===== config.mk =====
export PLATFORM = sky130hd
export DESIGN_NAME = linear_router_node_flat
export DESIGN_NICKNAME = d
export VERILOG_FILES = /design/src/rtl/linear_router_node_if.sv /design/src/rtl/linear_router_node.sv /design/src/flat_wrapper.sv
export SDC_FILE = /design/constraint.sdc
export NUM_CORES = 1
export LEC_CHECK = 0
export CAP_MARGIN = 20
export CORE_ASPECT_RATIO = 1.2
export CORE_UTILIZATION = 30
export CTS_CLUSTER_SIZE = 10
export DETAILED_ROUTE_END_ITERATION = 8
export GPL_TIMING_DRIVEN = 0
export PLACE_DENSITY = 0.56
export SLEW_MARGIN = 40
export SYNTH_ARGS = -nofsm -noshare
export SYNTH_HDL_FRONTEND = slang
export SYNTH_SLANG_ARGS = --single-unit

===== constraint.sdc =====
create_clock -name clk -period 11.5 [get_ports clk]
set_clock_uncertainty 0.05 [all_clocks]
set_input_delay 2.3 -clock clk [delete_from_list [all_inputs] [get_ports clk]]
set_output_delay 2.3 -clock clk [all_outputs]
set_load 0.02 [all_outputs]

===== src/rtl/linear_router_node_if.sv =====
// Flit link between router nodes: data plus a cs/ready handshake.
// A transfer happens on a rising edge where cs and ready are both high.
interface linear_router_node_if #(
   parameter int unsigned DATA_W = 32
);
   logic [DATA_W-1:0] data;
   logic              cs;
   logic              ready;

   modport master (output data, output cs, input ready);
   modport slave  (input data, input cs, output ready);
endinterface


===== src/rtl/linear_router_node.sv =====
// One hop of a linear router chain: three input FIFOs, destination routing and
// round-robin arbitrated, registered outputs that tolerate downstream stalls.
module linear_router_node #(
   parameter int unsigned DATA_W  = 32,
   parameter int unsigned ADDR_W  = 4,
   parameter int unsigned DEPTH   = 4,
   parameter int unsigned NODE_ID = 0
) (
   input  logic                  clk,
   input  logic                  reset,
   linear_router_node_if.slave   in_left,
   linear_router_node_if.slave   in_right,
   linear_router_node_if.slave   in_local,
   linear_router_node_if.master  out_left,
   linear_router_node_if.master  out_right,
   linear_router_node_if.master  out_local,
   output logic [2:0]            overflow_err
);
   localparam int unsigned PtrW = $clog2(DEPTH);
   localparam int unsigned CntW = PtrW + 1;
   localparam logic [ADDR_W-1:0] MyAddr = ADDR_W'(NODE_ID);

   // Port index 0 = left, 1 = right, 2 = local, for inputs and outputs alike.
   logic [DATA_W-1:0] in_data [3];
   logic [2:0]        in_cs;
   logic [2:0]        in_ready;
   logic [2:0]        out_ready;

   logic [DATA_W-1:0] mem_q      [3][DEPTH];
   logic [PtrW-1:0]   wr_ptr_q   [3];
   logic [PtrW-1:0]   rd_ptr_q   [3];
   logic [CntW-1:0]   count_q    [3];
   logic [DATA_W-1:0] out_data_q [3];
   logic [2:0]        out_cs_q;
   logic [1:0]        rr_ptr_q   [3];

   logic [DATA_W-1:0] head      [3];
   logic [ADDR_W-1:0] dest      [3];
   logic [2:0]        req       [3];
   logic [1:0]        grant_idx [3];
   logic [2:0]        grant_vld;
   logic [2:0]        push;
   logic [2:0]        pop;

   assign in_data[0] = in_left.data;
   assign in_data[1] = in_right.data;
   assign in_data[2] = in_local.data;
   assign in_cs      = {in_local.cs, in_right.cs, in_left.cs};
   assign out_ready  = {out_local.ready, out_right.ready, out_left.ready};

   assign in_left.ready  = in_ready[0];
   assign in_right.ready = in_ready[1];
   assign in_local.ready = in_ready[2];

   assign out_left.data  = out_data_q[0];
   assign out_right.data = out_data_q[1];
   assign out_local.data = out_data_q[2];
   assign out_left.cs    = out_cs_q[0];
   assign out_right.cs   = out_cs_q[1];
   assign out_local.cs   = out_cs_q[2];

   function automatic logic [1:0] rr_idx(input logic [1:0] base, input logic [1:0] k);
      logic [2:0] s;
      s = {1'b0, base} + {1'b0, k};
      return (s >= 3'd3) ? 2'(s - 3'd3) : s[1:0];
   endfunction

   always_comb begin
      for (int o = 0; o < 3; o++) req[o] = '0;
      for (int i = 0; i < 3; i++) begin
         in_ready[i] = (count_q[i] != CntW'(DEPTH));
         push[i]     = in_cs[i] & in_ready[i];
         head[i]     = mem_q[i][rd_ptr_q[i]];
         dest[i]     = head[i][DATA_W-1 -: ADDR_W];
         if (count_q[i] != '0) begin
            if (dest[i] == MyAddr)     req[2][i] = 1'b1;
            else if (dest[i] > MyAddr) req[1][i] = 1'b1;
            else                       req[0][i] = 1'b1;
         end
      end
   end

   // Each head requests one output only, so grants from different outputs never collide.
   always_comb begin
      pop = '0;
      for (int o = 0; o < 3; o++) begin
         grant_vld[o] = 1'b0;
         grant_idx[o] = '0;
         if (!out_cs_q[o] || out_ready[o]) begin
            for (int k = 0; k < 3; k++) begin
               if (!grant_vld[o] && req[o][rr_idx(rr_ptr_q[o], 2'(k))]) begin
                  grant_vld[o] = 1'b1;
                  grant_idx[o] = rr_idx(rr_ptr_q[o], 2'(k));
               end
            end
         end
         if (grant_vld[o]) pop[grant_idx[o]] = 1'b1;
      end
   end

   always_ff @(posedge clk) begin
      for (int i = 0; i < 3; i++) begin
         if (push[i]) mem_q[i][wr_ptr_q[i]] <= in_data[i];
      end
   end

   always_ff @(posedge clk or posedge reset) begin
      if (reset) begin
         for (int i = 0; i < 3; i++) begin
            wr_ptr_q[i]   <= '0;
            rd_ptr_q[i]   <= '0;
            count_q[i]    <= '0;
            out_data_q[i] <= '0;
            rr_ptr_q[i]   <= '0;
         end
         out_cs_q     <= '0;
         overflow_err <= '0;
      end else begin
         for (int i = 0; i < 3; i++) begin
            if (push[i]) wr_ptr_q[i] <= wr_ptr_q[i] + 1'b1;
            if (pop[i])  rd_ptr_q[i] <= rd_ptr_q[i] + 1'b1;
            count_q[i] <= count_q[i] + CntW'(push[i]) - CntW'(pop[i]);
            if (in_cs[i] && !in_ready[i]) overflow_err[i] <= 1'b1;
         end
         for (int o = 0; o < 3; o++) begin
            if (grant_vld[o]) begin
               out_data_q[o] <= head[grant_idx[o]];
               out_cs_q[o]   <= 1'b1;
               rr_ptr_q[o]   <= rr_idx(grant_idx[o], 2'd1);
            end else if (out_ready[o]) begin
               out_cs_q[o] <= 1'b0;
            end
         end
      end
   end
endmodule


===== src/flat_wrapper.sv =====
// flat-port wrapper written by rule: the top's interface ports become plain ports
module linear_router_node_flat 
#(
   parameter int unsigned DATA_W  = 32,
   parameter int unsigned ADDR_W  = 4,
   parameter int unsigned DEPTH   = 4,
   parameter int unsigned NODE_ID = 0
)
  (clk, reset, overflow_err, in_left_data, in_left_cs, in_left_ready, in_right_data, in_right_cs, in_right_ready, in_local_data, in_local_cs, in_local_ready, out_left_data, out_left_cs, out_left_ready, out_right_data, out_right_cs, out_right_ready, out_local_data, out_local_cs, out_local_ready);
  linear_router_node_if #(.DATA_W(DATA_W)) in_left_i ();
  linear_router_node_if #(.DATA_W(DATA_W)) in_right_i ();
  linear_router_node_if #(.DATA_W(DATA_W)) in_local_i ();
  linear_router_node_if #(.DATA_W(DATA_W)) out_left_i ();
  linear_router_node_if #(.DATA_W(DATA_W)) out_right_i ();
  linear_router_node_if #(.DATA_W(DATA_W)) out_local_i ();
  input  logic clk;
  input  logic reset;
  output logic [2:0] overflow_err;
  input wire logic [$bits(in_left_i.data)-1:0] in_left_data;
  input wire logic [$bits(in_left_i.cs)-1:0] in_left_cs;
  output wire logic [$bits(in_left_i.ready)-1:0] in_left_ready;
  input wire logic [$bits(in_right_i.data)-1:0] in_right_data;
  input wire logic [$bits(in_right_i.cs)-1:0] in_right_cs;
  output wire logic [$bits(in_right_i.ready)-1:0] in_right_ready;
  input wire logic [$bits(in_local_i.data)-1:0] in_local_data;
  input wire logic [$bits(in_local_i.cs)-1:0] in_local_cs;
  output wire logic [$bits(in_local_i.ready)-1:0] in_local_ready;
  output wire logic [$bits(out_left_i.data)-1:0] out_left_data;
  output wire logic [$bits(out_left_i.cs)-1:0] out_left_cs;
  input wire logic [$bits(out_left_i.ready)-1:0] out_left_ready;
  output wire logic [$bits(out_right_i.data)-1:0] out_right_data;
  output wire logic [$bits(out_right_i.cs)-1:0] out_right_cs;
  input wire logic [$bits(out_right_i.ready)-1:0] out_right_ready;
  output wire logic [$bits(out_local_i.data)-1:0] out_local_data;
  output wire logic [$bits(out_local_i.cs)-1:0] out_local_cs;
  input wire logic [$bits(out_local_i.ready)-1:0] out_local_ready;
  assign in_left_i.data = in_left_data;
  assign in_left_i.cs = in_left_cs;
  assign in_left_ready = in_left_i.ready;
  assign in_right_i.data = in_right_data;
  assign in_right_i.cs = in_right_cs;
  assign in_right_ready = in_right_i.ready;
  assign in_local_i.data = in_local_data;
  assign in_local_i.cs = in_local_cs;
  assign in_local_ready = in_local_i.ready;
  assign out_left_data = out_left_i.data;
  assign out_left_cs = out_left_i.cs;
  assign out_left_i.ready = out_left_ready;
  assign out_right_data = out_right_i.data;
  assign out_right_cs = out_right_i.cs;
  assign out_right_i.ready = out_right_ready;
  assign out_local_data = out_local_i.data;
  assign out_local_cs = out_local_i.cs;
  assign out_local_i.ready = out_local_ready;
  linear_router_node #(.DATA_W(DATA_W), .ADDR_W(ADDR_W), .DEPTH(DEPTH), .NODE_ID(NODE_ID)) u_core (.clk(clk), .reset(reset), .in_left(in_left_i), .in_right(in_right_i), .in_local(in_local_i), .out_left(out_left_i), .out_right(out_right_i), .out_local(out_local_i), .overflow_err(overflow_err));
endmodule

==> metrics.cfg, run 1 <==
[worst_setup_path]
critPathBufInv=4
crit_family=buffers and inverters
crit_type=in2reg
path_max_fanout=12
worstPathRequired_ns=11.91
r2r_setup_slack_ns=6.33
end_kind=register
worst_path_most_repeated_cell=ha_1
start_kind=input pin
crit_path_top_delay_cell=a41oi_1
cpPeakStageDelay_ns=0.61
arrival_ns=6.11
path_cells=clkdlybuf4s50_1, nor2b_1, a2111oi_0, a41oi_1, clkbuf_1, inv_1, ha_1, a2bb2o_1, ha_1, inv_1, ha_1, fa_1, xnor2_1

[floorplan]
die_y_um=282
start_util_pct=30.3
die_area_sq_um=66200
ios=209
num_rows=102
core_area_sq_um=64400
die_w_um=235

[drt]
viasPerCell=4.87
routed_wl_mm=50.5
final_antenna_net_count=0
vias=11007
initialDrtViolationCount=738
wl_per_cell_um=22.3
firstDrtPassIters=5
drc=0

[clock_network]
cts_tree=done
clk_path_buf_depth=3
cts_buffers=54
root_buffer=clkbuf_16
cts_hold_buf=0
clock_latency_ns=0.59
clk_pin_slew_worst_paths_ns=0.05
cts_resized=0
htree_levels=2
cts_sinks=478
postCtsSetupBuffers=0

[pwr]
power_frac_comb_pct=38.4
power_density_nw_per_um2=271
p_leak_nw=8.63
internal_power_w=0.00428
fin_total_pwr_w=0.00658
netSwitchingPower_w=0.00230
vdd_drop_max_uv=129
switching_share_pct=35.0
p_clk_share_pct=23.3
seqPwrFrac_pct=38.3

[global_route]
overflow=0
grt_pass1_vias=11277
grt_pass1_wl_mm=74.2
grt_start_max_net_pins=59
antenna_found_initial=12
track_usage_pct=15.1

[synth]
ys_seq_elements=478
synth_area_sq_um=19500
synthArstFlopShare_pct=19.7
syn_avg_cell_area_sq_um=17.6
synthCells=1113
synth-main-ff-cell=edfxtp_1
synth_edf_count=384
ys_warn_count=0
ys_seq_area_share_pct=71.0
synth_cell_types=51

[placed_design]
io_buffers=174
dp_cells=2158
dp_hpwl_mm=36.7
routabilityCongestion=0.829

[layout]
final_common_cell=edfxtp_1
layout_common_cells=edfxtp_1 (384), clkdlybuf4s50_1 (174), mux4_2 (96), dfrtp_1 (94), clkbuf_1 (77)
drive_gt1_share_pct=17.1
nets=1518
final_cells=2262
syn2layout_area_growth_pct=24.1
nFillCells=5965

[sta]
finalCritPeriodShare_pct=49.6
slew_violations=0
setup_viol=0
tns_ns=0
rsz0062_at_grt=false
fmax_ghz=0.175
worst_pin_slew_ns=0.854
period_needed_ns=5.71
slew_headroom_pct=42.7
hold_viol=0

[flow_run]
drv_cap=0

[min_path]
min_path_type=reg2reg

[status]
status=finished clean

-- power by group through the flow --
stage	clock network [W]	registers (W)	logic (W)
after floorplan	0	0.00262	0.00146
after global placement	0	0.00255	0.00247
after detailed placement	0	0.00256	0.00255
after CTS	0.00158	0.00252	0.00256
after global routing	0.00164	0.00255	0.00273
final	0.00154	0.00252	0.00253
-- cells by family (layout without fill, tap and decap cells) --
group                    count (synthesis)  count (layout)  synth area share (%)
AO/OA/AOI/OAI                          186             186                  6.32
XOR/XNOR                                15              15                 0.672
adder cells (fa/ha/maj)                 33              33                  2.21
buffers and inverters                  129             409                  3.39
flip-flops                             478             478                  71.0
multiplexers                           129             129                  12.8
other                                    1              38                0.0192
AND/OR/NAND/NOR                        142             142                  3.61
-- layer usage --
metal	vias up	track usage [%]	wire length (um)
met3	97	3.73	3040
li1	4902	-	-
met5	-	0	118
met2	318	25.8	25200
met1	5674	18.7	20600
met4	16	5.50	1530
-- synthesized netlist by cell type (all sizes together) (2+ instances only) --
master  count  area share, %
edfxtp    384             59
mux4       96             11
dfrtp      94             12
buf        53            1.9
clkbuf     46           0.88
o21ai      40            1.0
a21oi      39            1.1
nor2       37           0.71
o22ai      33            1.1
mux2i      32            1.6
nand3      31           0.79
inv        30           0.58
a21o       29            1.1
ha         29            1.9
a311oi     28            1.3
nand2      23           0.44
and3       12           0.38
and2       11           0.35
nor3        8           0.20
xor2        8           0.36
xnor2       7           0.31
or3         6           0.19
or4         6           0.27
a2bb2o      3           0.15
a31o        3           0.13
fa          3           0.31
a31oi       2          0.064
nand4       2          0.064
nor2b       2          0.064
o41ai       2           0.17
-- metrics by stage --
step | util [%] | hold slack, ns | setup WS, ns | instance area, sq um
finish | 37.6 | 0.416 | 5.79 | 24300
global route | 37.6 | 0.431 | 5.53 | 24300
CTS | 37.6 | 0.420 | 5.75 | 24200
detailed placement | 35.2 | 0.407 | 5.17 | 22700
global placement | 34.8 | 0.406 | 4.83 | 22500
floorplan | - | 0.425 | 6.36 | 19700
-- worst register-to-register path, delay by kind of cell (launching register included) --
family	cells	cell delay, ns
XOR/XNOR	2	0.28
multiplexers	1	0.56
flip-flops	1	0.35
buffers and inverters	4	0.69
adder cells (fa/ha/maj)	4	1.13
AO/OA/AOI/OAI	5	2.01
-- state kept, by name (all words and copies together), names as in the netlist --
name / count
u_core.wr_ptr_q: 6
u_core.out_local.data: 32
u_core.out_right.data: 32
u_core.out_cs_q: 2
u_core.rr_ptr_q: 4
u_core.mem_q: 384
u_core.count_q: 9
u_core.overflow_err: 3
u_core.rd_ptr_q: 6
-- final timing paths --
kind,from,endpoint,cells past startpoint
worst min register to register,u_core.overflow_err[1],u_core.overflow_err[1],1
worst min-delay path,u_core.overflow_err[1],u_core.overflow_err[1],1
max in group asynchronous,reset,u_core.out_local.data[13],3
worst max-delay path,out_right_ready,u_core.count_q[2],13
min in group asynchronous,reset,u_core.overflow_err[0],2
worst max register to register,u_core.rd_ptr_q[2],u_core.count_q[5],16
-- final cells by class --
type / instances / area, sq um / share of cell area, %
Clock inverter: 4 / 51.3 / 0.211
Inverter: 30 / 120 / 0.495
Timing Repair Buffer: 181 / 1890 / 7.79
Sequential cell: 478 / 13900 / 57.2
Multi-Input combinational cell: 538 / 5180 / 21.4
Clock buffer: 95 / 1520 / 6.25
Tap cell: 832 / 1040 / 4.29
Buffer: 99 / 561 / 2.31
Antenna cell: 5 / 12.5 / 0.0516
No activity file was read; power rests on OpenSTA's default activity.
==> run 2: changes to the inputs <==
clock period = 5.83 ns   (was 11.5 ns; I/O delays follow)
==> results of run 2 <==
The final DEF is identical to that of run 1. Status: finished clean.
Main changes from that run: setup slack after placement 5.17 ns -> 0.634 ns; clock-pin slew on the worst setup and hold paths 0.05 ns -> 0.06 ns; setup slack after layout 5.79 ns -> 0.659 ns; start point of the critical path out_right_ready -> u_core.rd_ptr_q[2]; end point of the critical path u_core.count_q[2] -> u_core.count_q[5]; register-to-register setup slack 6.33 ns -> 0.66 ns; total power 0.00658 W -> 0.0130 W; worst IR drop on VDD 129 uV -> 255 uV
